[config.mk]
export PLATFORM = sky130hd
export DESIGN_NAME = mem_port_flat
export DESIGN_NICKNAME = d
export VERILOG_FILES = /design/src/rtl/mem_pkg.sv /design/src/rtl/mem_port_if.sv /design/src/rtl/load_ext.sv /design/src/rtl/mem_port.sv /design/src/flat_wrapper.sv
export SDC_FILE = /design/constraint.sdc
export NUM_CORES = 1
export LEC_CHECK = 0
export ABC_CLOCK_PERIOD_IN_PS = 4400
export BUFFER_PORTS_ARGS = -buffer_cell sky130_fd_sc_hd__buf_2
export CORE_MARGIN = 1.5
export CORE_UTILIZATION = 30
export DETAILED_ROUTE_END_ITERATION = 10
export MAX_ROUTING_LAYER = met4
export SYNTH_ARGS = -nofsm -noshare
export SYNTH_HDL_FRONTEND = slang
export SYNTH_SLANG_ARGS = --single-unit
[constraint.sdc]
create_clock -name clk -period 4.4 [get_ports clk]
set_clock_uncertainty 0.1 [all_clocks]
set_input_delay 0.22 -clock clk [delete_from_list [all_inputs] [get_ports clk]]
set_output_delay 0.22 -clock clk [all_outputs]
set_load 0.005 [all_outputs]
[src/rtl/mem_pkg.sv]
// Shared types and helpers for the byte-serial SRAM port: FSM states,
// func3 size/sign codes and request decode.
package mem_pkg;

  typedef enum logic [1:0] {
    IDLE   = 2'd0,
    SETUP  = 2'd1,
    STROBE = 2'd2,
    DONE   = 2'd3
  } mem_state_t;

  localparam logic [2:0] F3_B  = 3'b000;
  localparam logic [2:0] F3_H  = 3'b001;
  localparam logic [2:0] F3_W  = 3'b010;
  localparam logic [2:0] F3_BU = 3'b100;
  localparam logic [2:0] F3_HU = 3'b101;

  function automatic logic [2:0] size_bytes(input logic [1:0] sz);
    case (sz)
      2'b00:   return 3'd1;
      2'b01:   return 3'd2;
      default: return 3'd4;
    endcase
  endfunction

  // Anything we cannot serve is answered with ready+fault and no SRAM cycle.
  function automatic logic is_reject(input logic rd, input logic wr,
                                     input logic [2:0] f3, input logic [1:0] a);
    logic bad;
    bad = 1'b0;
    if (rd && wr)                     bad = 1'b1;
    if (wr && f3[2])                  bad = 1'b1;
    if (f3[1:0] == 2'b11)             bad = 1'b1;
    if (f3[2] && f3[1])               bad = 1'b1;
    if (f3[1:0] == 2'b01 && a[0])     bad = 1'b1;
    if (f3[1:0] == 2'b10 && a != 2'b00) bad = 1'b1;
    return bad;
  endfunction

endpackage

[src/rtl/mem_port_if.sv]
// Request/response bus between the control unit (master) and mem_port (slave).
interface mem_port_if;
  logic        req_read;
  logic        req_write;
  logic [2:0]  func3;
  logic [31:0] addr;
  logic [31:0] wdata;
  logic [31:0] rdata;
  logic        busy;
  logic        ready;
  logic        fault;

  modport master (
    output req_read, req_write, func3, addr, wdata,
    input  rdata, busy, ready, fault
  );

  modport slave (
    input  req_read, req_write, func3, addr, wdata,
    output rdata, busy, ready, fault
  );
endinterface

[src/rtl/load_ext.sv]
// Sign/zero extension of a 1, 2 or 4 byte little-endian load to 32 bits.
module load_ext (
  input  logic [31:0] word,
  input  logic [2:0]  nbytes,
  input  logic        is_unsigned,
  output logic [31:0] result
);
  always_comb begin
    result = word;
    case (nbytes)
      3'd1: result = {{24{word[7]  & ~is_unsigned}}, word[7:0]};
      3'd2: result = {{16{word[15] & ~is_unsigned}}, word[15:0]};
      default: result = word;
    endcase
  end
endmodule

[src/rtl/mem_port.sv]
// Byte-serial load/store port to an 8-bit asynchronous SRAM with
// programmable wait states; one request at a time.
module mem_port
  import mem_pkg::*;
#(
  parameter int ADDR_W      = 16,
  parameter int WAIT_CYCLES = 1
) (
  input  logic              clk,
  input  logic              reset,
  mem_port_if.slave         bus,
  output logic [ADDR_W-1:0] sram_addr,
  output logic [7:0]        sram_dout,
  output logic              sram_dout_en,
  input  logic [7:0]        sram_din,
  output logic              sram_ce_n,
  output logic              sram_oe_n,
  output logic              sram_we_n
);

  localparam logic [3:0] WAIT_LAST = 4'(WAIT_CYCLES);

  mem_state_t        state_reg, state_next;
  logic [ADDR_W-1:0] addr_reg;
  logic [31:0]       wdata_reg;
  logic [31:0]       cap_reg;
  logic [31:0]       rdata_reg;
  logic [2:0]        nbytes_reg;
  logic [1:0]        idx_reg;
  logic [3:0]        wait_reg;
  logic              store_reg;
  logic              uns_reg;
  logic              fault_reg;

  logic              req_any;
  logic              reject;
  logic              last_strobe;
  logic [2:0]        idx_inc;
  logic [31:0]       ext_word;

  logic              unused_addr_bits;
  assign unused_addr_bits = ^bus.addr[31:ADDR_W];

  assign req_any     = bus.req_read | bus.req_write;
  assign reject      = is_reject(bus.req_read, bus.req_write, bus.func3, bus.addr[1:0]);
  assign last_strobe = (wait_reg == WAIT_LAST);
  assign idx_inc     = {1'b0, idx_reg} + 3'd1;

  load_ext u_load_ext (
    .word        (cap_reg),
    .nbytes      (nbytes_reg),
    .is_unsigned (uns_reg),
    .result      (ext_word)
  );

  always_ff @(posedge clk or posedge reset) begin
    if (reset) state_reg <= IDLE;
    else       state_reg <= state_next;
  end

  always_comb begin
    state_next = state_reg;
    case (state_reg)
      IDLE:   if (req_any) state_next = reject ? DONE : SETUP;
      SETUP:  state_next = STROBE;
      STROBE: if (last_strobe) state_next = (idx_inc < nbytes_reg) ? SETUP : DONE;
      DONE:   state_next = IDLE;
      default: state_next = IDLE;
    endcase
  end

  // Datapath: request latch, byte/wait counters, capture and result registers.
  always_ff @(posedge clk or posedge reset) begin
    if (reset) begin
      addr_reg   <= '0;
      wdata_reg  <= '0;
      cap_reg    <= '0;
      rdata_reg  <= '0;
      nbytes_reg <= 3'd1;
      idx_reg    <= '0;
      wait_reg   <= '0;
      store_reg  <= 1'b0;
      uns_reg    <= 1'b0;
      fault_reg  <= 1'b0;
    end else begin
      case (state_reg)
        IDLE: if (req_any) begin
          addr_reg   <= bus.addr[ADDR_W-1:0];
          wdata_reg  <= bus.wdata;
          cap_reg    <= '0;
          nbytes_reg <= size_bytes(bus.func3[1:0]);
          idx_reg    <= '0;
          wait_reg   <= '0;
          store_reg  <= bus.req_write;
          uns_reg    <= bus.func3[2];
          fault_reg  <= reject;
        end
        SETUP: wait_reg <= '0;
        STROBE: begin
          if (last_strobe) begin
            if (!store_reg) cap_reg[{idx_reg, 3'b000} +: 8] <= sram_din;
            idx_reg  <= idx_reg + 2'd1;
            wait_reg <= '0;
          end else begin
            wait_reg <= wait_reg + 4'd1;
          end
        end
        DONE: if (!store_reg && !fault_reg) rdata_reg <= ext_word;
        default: ;
      endcase
    end
  end

  assign sram_addr = addr_reg + ADDR_W'(idx_reg);
  assign sram_dout = wdata_reg[{idx_reg, 3'b000} +: 8];

  // Strobes decode straight from the state so an async reset drops them at once.
  always_comb begin
    sram_ce_n    = 1'b1;
    sram_oe_n    = 1'b1;
    sram_we_n    = 1'b1;
    sram_dout_en = 1'b0;
    bus.ready    = 1'b0;
    bus.fault    = 1'b0;
    bus.busy     = 1'b0;
    bus.rdata    = rdata_reg;
    case (state_reg)
      IDLE:   bus.busy = req_any;
      SETUP: begin
        bus.busy     = 1'b1;
        sram_ce_n    = 1'b0;
        sram_dout_en = store_reg;
      end
      STROBE: begin
        bus.busy     = 1'b1;
        sram_ce_n    = 1'b0;
        sram_dout_en = store_reg;
        sram_oe_n    = store_reg;
        sram_we_n    = ~store_reg;
      end
      DONE: begin
        bus.ready = 1'b1;
        bus.fault = fault_reg;
        if (!store_reg && !fault_reg) bus.rdata = ext_word;
      end
      default: ;
    endcase
  end

endmodule

[src/flat_wrapper.sv]
// flat-port wrapper written by rule: the top's interface ports become plain ports
module mem_port_flat import mem_pkg::*;
#(
  parameter int ADDR_W      = 16,
  parameter int WAIT_CYCLES = 1
)
  (clk, reset, sram_addr, sram_dout, sram_dout_en, sram_din, sram_ce_n, sram_oe_n, sram_we_n, bus_req_read, bus_req_write, bus_func3, bus_addr, bus_wdata, bus_rdata, bus_busy, bus_ready, bus_fault);
  mem_port_if bus_i ();
  input  logic clk;
  input  logic reset;
  output logic [ADDR_W-1:0] sram_addr;
  output logic [7:0] sram_dout;
  output logic sram_dout_en;
  input  logic [7:0] sram_din;
  output logic sram_ce_n;
  output logic sram_oe_n;
  output logic sram_we_n;
  input wire logic [$bits(bus_i.req_read)-1:0] bus_req_read;
  input wire logic [$bits(bus_i.req_write)-1:0] bus_req_write;
  input wire logic [$bits(bus_i.func3)-1:0] bus_func3;
  input wire logic [$bits(bus_i.addr)-1:0] bus_addr;
  input wire logic [$bits(bus_i.wdata)-1:0] bus_wdata;
  output wire logic [$bits(bus_i.rdata)-1:0] bus_rdata;
  output wire logic [$bits(bus_i.busy)-1:0] bus_busy;
  output wire logic [$bits(bus_i.ready)-1:0] bus_ready;
  output wire logic [$bits(bus_i.fault)-1:0] bus_fault;
  assign bus_i.req_read = bus_req_read;
  assign bus_i.req_write = bus_req_write;
  assign bus_i.func3 = bus_func3;
  assign bus_i.addr = bus_addr;
  assign bus_i.wdata = bus_wdata;
  assign bus_rdata = bus_i.rdata;
  assign bus_busy = bus_i.busy;
  assign bus_ready = bus_i.ready;
  assign bus_fault = bus_i.fault;
  mem_port #(.ADDR_W(ADDR_W), .WAIT_CYCLES(WAIT_CYCLES)) u_core (.clk(clk), .reset(reset), .bus(bus_i), .sram_addr(sram_addr), .sram_dout(sram_dout), .sram_dout_en(sram_dout_en), .sram_din(sram_din), .sram_ce_n(sram_ce_n), .sram_oe_n(sram_oe_n), .sram_we_n(sram_we_n));
endmodule
==> results of run 1 <==
metrics by stage:
step / utilization, % / instances / total power [uW] / hold slack (ns) / setup WS (ns)
after detailed placement: 35.06 / 889 / 3991 / 0.3129 / 1.461
after global routing: 41.54 / 981 / 5961 / 0.01352 / 0.7239
after global placement: 35.06 / 889 / 3950 / 0.3180 / 1.469
after CTS: 41.54 / 981 / 5624 / 0.003980 / 0.9860
after floorplan: - / 518 / 3296 / 0.1835 / 0.7257
final: 41.54 / 981 / 5555 / 0.01942 / 1.015
Yosys cell counts (8+ instances only):
| cell | n | area share (%) |
|---|---|---|
| nand2_1 | 31 | 2.0 |
| dfrtp_1 | 125 | 53 |
| xnor2_1 | 11 | 1.6 |
| nand3_1 | 21 | 1.8 |
| o21ai_0 | 20 | 1.7 |
| inv_1 | 39 | 2.5 |
| clkbuf_1 | 14 | 0.89 |
| o31ai_1 | 17 | 2.2 |
| mux4_2 | 8 | 3.1 |
| nor2_1 | 31 | 2.0 |
| mux2_2 | 58 | 11 |
| ha_1 | 14 | 3.0 |
| a21oi_1 | 53 | 4.5 |
per-layer routing:
metal / up-vias / GRT usage (%)
li1: 2203 / -
met2: 139 / 24.31
met1: 2153 / 19.68
met5: - / -
met3: 12 / 4.299
met4: 0 / 4.028
worst max-delay path, delay by kind of cell, from the launching register on:
family	cells	cell delay, ns
xor gates and xnor gates	1	0.16
adders and majority gates	2	0.74
buffers and inverters	2	0.19
DFF	1	0.90
and+or+nand+nor	2	0.66
cell families (layout without fill, tap and decap cells):
| group | count (synthesis) | count (layout) | share of synthesized area [%] |
|---|---|---|---|
| AOI/OAI and AO/OA | 111 | 111 | 11.74 |
| xor gates and xnor gates | 15 | 15 | 2.224 |
| adders and majority gates | 15 | 15 | 3.304 |
| buffers and inverters | 64 | 262 | 4.639 |
| DFF | 126 | 126 | 53.40 |
| muxes | 71 | 71 | 14.95 |
| and+or+nand+nor | 116 | 116 | 9.744 |
cell usage in the layout (no fill, tap or decap), types with 4 or more instances in the layout:
master,instances
mux4_2,8
buf_4,6
xnor2_1,11
nand4_1,5
nand3_1,21
a21oi_1,53
nor2_1,31
dfrtp_1,125
xor2_1,4
mux2i_1,5
dlygate4sd3_1,60
and2_1,4
o22ai_1,5
clkbuf_16,17
o31ai_1,17
o21ai_0,19
mux2_2,58
bufinv_16,5
ha_1,14
inv_1,38
nand2_1,31
buf_2,125
how the worst min path moves through the flow:
stage	from	cells past startpoint	end
2_1_floorplan	bus_func3[1]	1	u_core.nbytes_reg[0]$_DFFE_PP1P_
3_3_place_gp	bus_func3[1]	2	u_core.nbytes_reg[0]$_DFFE_PP1P_
3_5_place_dp	bus_func3[1]	2	u_core.nbytes_reg[0]$_DFFE_PP1P_
4_1_cts	bus_func3[2]	2	u_core.uns_reg$_DFFE_PP0P_
5_1_grt	bus_func3[2]	2	u_core.uns_reg$_DFFE_PP0P_
6_report	bus_func3[2]	2	u_core.uns_reg$_DFFE_PP0P_
layout make-up:
cell class	count	area (um^2)
clock buffers	22	474.2
clock inverters	10	183.9
fillers	1902	11340
inverters	39	148.9
multi-input cells	328	2495
flip-flops and latches	126	3154
well taps	265	331.6
repair buffers	191	1271
what timing repair did:
action	in CTS	in global routing
hold buffers	60	0
setup buffers	0	0
endpoints found under the hold margin	130	0
setup endpoints to repair	0	0
resized for setup	0	0
power groups by stage:
stage,Combinational (uW),Sequential (uW),Clock (uW)
after global routing,2310,2010,1640
final,2060,1940,1550
after floorplan,1470,1830,0
after detailed placement,2030,1960,0
after global placement,2010,1940,0
after CTS,2090,1950,1590
==> results_dict.tcl, run 1 <==
set metrics [dict create \
    detail_route.vias_per_cell 4.594 \
    setup_viol 0 \
    cp-endpoint "sram_addr[8]" \
    synth_top_flop_cell "dfrtp_1" \
    grt_pass1_wl_um 23950 \
    yosys.cell_types.count 51 \
    coreArea_um2 19400 \
    cts_buffers 17 \
    maxSlewHeadroom_pct 42.86 \
    grt_pass1_vias 4726 \
    syn_area_um2 5907 \
    timing.final.crit_period_ns 3.385 \
    swShare_pct 33.28 \
    worstMarginPinSlew_ns 0.8571 \
    stdcell_area_um2 8059 \
    ctsLongestPathBuffers 2 \
    powerDensity_nw_per_um2 689.3 \
    crit_chain "ha_1 -> inv_1 -> fa_1 -> nor2_1 -> and3_1 -> xor2_1 -> buf_2" \
    initial_core_util_pct 30.45 \
    yosysWarnings 0 \
    die_x_um 143.3 \
    yosysSeqAreaShare_pct 53.40 \
    htree_levels 4 \
    worstReg2RegEnd "u_core.cap_reg[2]$_DFFE_PP0P_" \
    clkPwrFrac_pct 27.9 \
    critPathCaptureType "output port" \
    layout-drive-gt1-share_pct 33.10 \
    critPathKind "flop to output port" \
    wl_per_cell_um 14.82 \
    slowest_delay_ns 0.90 \
    synth_area_per_cell_um2 11.40 \
    wirelength_um 14540 \
    rrSetupSlack_ns 1.66 \
    routed.top_layer "met4" \
    row_count 51 \
    syn_nets 612 \
    nets 797 \
    ir_drop_uv 358.7 \
    crit_required_ns 4.08 \
    num_vias 4507 \
    report.final.slew_viol_count 0 \
    dieArea_um2 20540 \
    drt_pass1_iterations 5 \
    synth_seq_cells 126 \
    grt_antenna_before_repair 0 \
    clk_pin_slew_ns 0.06 \
    hpwl_um 9774 \
    gr-total-overflow 0 \
    met3_length_um 886 \
    critPathSlowestCell "dfrtp_1" \
    outcome "completed" \
    drt-initial-drc-count 257 \
    start_kind "flop" \
    met1_length_um 6780 \
    finalHoldViolations 0 \
    netlist_instances 518 \
    cts_tree "yes" \
    combPwrFrac_pct 37.1 \
    grt_max_degree 68 \
    synth-edff-count 0 \
    syn2layout_area_growth_pct 36.43 \
    root_buffer "clkbuf_16" \
    detail-route-antenna-nets 0 \
    rsz0062_at_grt "no" \
    crit_fanout 15 \
    reg2regPathDepth 6 \
    worstHoldPathType "input pin to flop" \
    drc 0 \
    fin_setup_tns_ns 0 \
    cp-startpoint "u_core.idx_reg[0]$_DFFE_PP0P_" \
    synthArstFlopShare_pct 100.0 \
    routabilityCongestion 0.7631 \
    intPower_uw 3706 \
    worstSkewPairLatency_ns 0.41 \
    p_seq_share_pct 35.0 \
    die_h_um 143.3 \
    r2r_start "u_core.idx_reg[0]$_DFFE_PP0P_" \
    crit_arrival_ns 3.07 \
    place_area_um2 6800 \
    io_pins 142 \
    cts_sinks 126 \
    maxCapViolations 0 \
    portBuffers 125 \
    fin_crit_sh_pct 76.94 \
    route.met2.wl_um 6761 \
    p_leak_uw 0.003614 \
    n_antenna_cell 0 \
    power_switching_uw 1849 \
    max_freq_ghz 0.2954 \
    track_usage_pct 15.45 \
]
Power figures use the tool's default switching activity.
==> run 2: changes to the inputs <==
--- a/config.mk
+++ b/config.mk
@@ -5,7 +5,8 @@
 export SDC_FILE = /design/constraint.sdc
 export NUM_CORES = 1
 export LEC_CHECK = 0
-export ABC_CLOCK_PERIOD_IN_PS = 4400
+export ABC_AREA = 1
+export ABC_CLOCK_PERIOD_IN_PS = 2900
 export BUFFER_PORTS_ARGS = -buffer_cell sky130_fd_sc_hd__buf_2
 export CORE_MARGIN = 1.5
 export CORE_UTILIZATION = 30
==> constraint.sdc (replaced) <==
create_clock -name clk -period 2.9 [get_ports clk]
set_clock_uncertainty 0.1 [all_clocks]
set_input_delay 0.145 -clock clk [delete_from_list [all_inputs] [get_ports clk]]
set_output_delay 0.145 -clock clk [all_outputs]
set_load 0.005 [all_outputs]
==> run 2 against run 1 <==
Compared with the run above: combinational power fell by 91%; global-route usage rose by 0.70 points; routed wire length rose by 14%; total power fell by 20%; clock power rose by 57%; sequential share of layout area is 1.7 points lower.
==> results_dict.tcl, run 2 <==
set metrics [dict create \
    timing.final.crit_period_ns 2.639 \
    drt-initial-drc-count 278 \
    cts_sinks 126 \
    fin_crit_sh_pct 90.99 \
    fin_ws_ns 0.2613 \
    powerDensity_nw_per_um2 525.1 \
    start_kind "flop" \
    row_count 52 \
    rrSetupSlack_ns 0.50 \
    initial_core_util_pct 30.82 \
    reg2regPathDepth 8 \
    use_met3_pct 3.951 \
    coreArea_um2 20430 \
    n_antenna_cell 0 \
    grt_antenna_before_repair 0 \
    hpwl_um 11550 \
    clkPwrFrac_pct 55.0 \
    wirelength_um 16650 \
    globalRoute.busiestLayer "met2" \
    synthArstFlopShare_pct 100.0 \
    p_leak_uw 0.004536 \
    use_met1_pct 21.56 \
    fin_setup_tns_ns 0 \
    crit_required_ns 2.65 \
    report.final.slew_viol_count 0 \
    gr-total-overflow 0 \
    rsz0062_at_grt "no" \
    grt_pass1_wl_um 27330 \
    nets 1077 \
    drc 0 \
    synth_commonest_cells "nand2_1, dfrtp_1, nor2_1" \
    ir_drop_uv 393.5 \
    p_seq_share_pct 40.6 \
    die_x_um 147.9 \
    synth_seq_cells 126 \
    clk_pin_slew_ns 0.06 \
    combPwrFrac_pct 4.4 \
    maxSlewHeadroom_pct 38.55 \
    yosysMostFrequentCell "nand2_1" \
    setup_viol 0 \
    crit_arrival_ns 2.39 \
    maxCapViolations 0 \
    cts_buffers 17 \
    grt_max_degree 48 \
    final_util_pct 41.19 \
    use_met2_pct 25.19 \
    syn_area_um2 6296 \
    swShare_pct 20.01 \
    synth_top_area_cell "dfrtp_1" \
    routabilityCongestion 0.8735 \
    critPathKind "flop to output port" \
    cts_tree "yes" \
    layout_common_cells "nand2_1, buf_2, dfrtp_1, nor2_1, nand3_1" \
    layout-drive-gt1-share_pct 19.40 \
    synth_top_flop_cell "dfrtp_1" \
    netlist_instances 805 \
    dieArea_um2 21870 \
    track_usage_pct 16.15 \
    ctsLongestPathBuffers 2 \
    critPathCaptureType "output port" \
    grt_pass1_vias 5506 \
    io_pins 142 \
    hold_ws_ns 0.02187 \
    syn2layout_area_growth_pct 33.66 \
    die_h_um 147.9 \
    wl_per_cell_um 13.16 \
    synth_top_area_share_pct 49.68 \
    worstSkewPairLatency_ns 0.42 \
    cts_resized 0 \
    yosysWarnings 0 \
    root_buffer "clkbuf_16" \
    portBuffers 125 \
    final_common_cell "nand2_1" \
    yosysSeqAreaShare_pct 50.10 \
    htree_levels 4 \
    worstMarginPinSlew_ns 0.9198 \
    drt_pass1_iterations 5 \
    syn_nets 899 \
    ys_top_cells_by_area "dfrtp_1, nand2_1, nor2_1" \
    hold_depth 5 \
    finalHoldViolations 0 \
    dp_slack_ns 0.5258 \
    worstHoldPathType "input pin to flop" \
    synth-edff-count 0 \
    yosys.cell_types.count 32 \
    crit_fanout 12 \
    power_switching_uw 884.1 \
    outcome "completed" \
    intPower_uw 3535 \
    synth_area_per_cell_um2 7.821 \
    detail-route-antenna-nets 0 \
    num_vias 5621 \
    max_freq_ghz 0.3790 \
    detail_route.vias_per_cell 4.443 \
]
-- run 2: cell count changes in the layout (fill, tap and decap cells not counted), moves of 9 or more --
cell | previous run | this run
xor2_1 | 4 | 14
nand3_1 | 21 | 69
o31ai_1 | 17 | 0
o21ai_0 | 19 | 39
nor3_1 | 1 | 11
xnor2_1 | 11 | 2
nor2_1 | 31 | 115
nand2_1 | 31 | 283
a21oi_1 | 53 | 9
mux2_2 | 58 | 0
inv_1 | 38 | 49
-- run 2: layout make-up --
type                       count  area [um^2]
fill                        2092        12010
sequential                   126         3154
multi-input combinational    589         2730
timing repair buffer         192         1306
clock buffer                  20        456.7
tap                          270        337.8
inverter                      57        217.7
clock inverter                11        212.7
-- run 2: power groups by stage --
stage,sequential [uW],combinational (uW),clock [uW]
after CTS,1790,198,2490
after detailed placement,1830,140,0
after floorplan,1820,64.4,0
after global routing,1800,221,2560
after global placement,1830,140,0
final,1800,195,2430
-- run 2: what timing repair did --
action	4_1_cts	5_1_grt
endpoints found under the hold margin	92	0
buffers inserted	0	0
endpoints found under the setup margin	0	0
hold buffers	56	0
-- run 2: cell families (layout without fill, tap and decap cells) --
family | after synthesis | after routing | synth area share, %
buffers and inverters | 90 | 280 | 6.538
adders and majority gates | 15 | 15 | 3.100
xor gates and xnor gates | 16 | 16 | 2.226
AOI/OAI and AO/OA | 63 | 63 | 5.565
DFF | 126 | 126 | 50.10
and+or+nand+nor | 495 | 495 | 32.47
-- run 2: metal layers --
metal	wire length (um)	vias up
met5	0	-
met4	100	0
met3	693	8
met2	7848	145
met1	8007	2583
li1	-	2885
-- run 2: final timing paths --
kind	to	start
max reg2reg	u_core.cap_reg[7]$_DFFE_PP0P_	u_core.idx_reg[0]$_DFFE_PP0P_
min reg2reg	u_core.cap_reg[24]$_DFFE_PP0P_	u_core.cap_reg[24]$_DFFE_PP0P_
min in group asynchronous	u_core.rdata_reg[17]$_DFF_PP0_	reset
max	sram_addr[14]	u_core.idx_reg[1]$_DFFE_PP0P_
max in group asynchronous	u_core.addr_reg[3]$_DFFE_PP0P_	reset
min	u_core.cap_reg[21]$_DFFE_PP0P_	sram_din[5]
-- run 2: per-stage QoR --
step	instance area, um^2	total power (uW)	std cells
3_5_place_dp	7186	1966	1178
4_1_cts	8416	4479	1265
3_3_place_gp	7186	1966	1178
5_1_grt	8416	4578	1265
6_report	8416	4419	1265
2_1_floorplan	6300	1887	805
-- run 2: worst max-delay path, cell delays in order, from the launching register on --
cell and delay (ns):
dfrtp_1 0.34, inv_1 0.21, fa_1 0.52, inv_1 0.07
nand2_1 0.06, nor3_1 0.32, nand3_1 0.16, xor2_1 0.17
buf_2 0.13
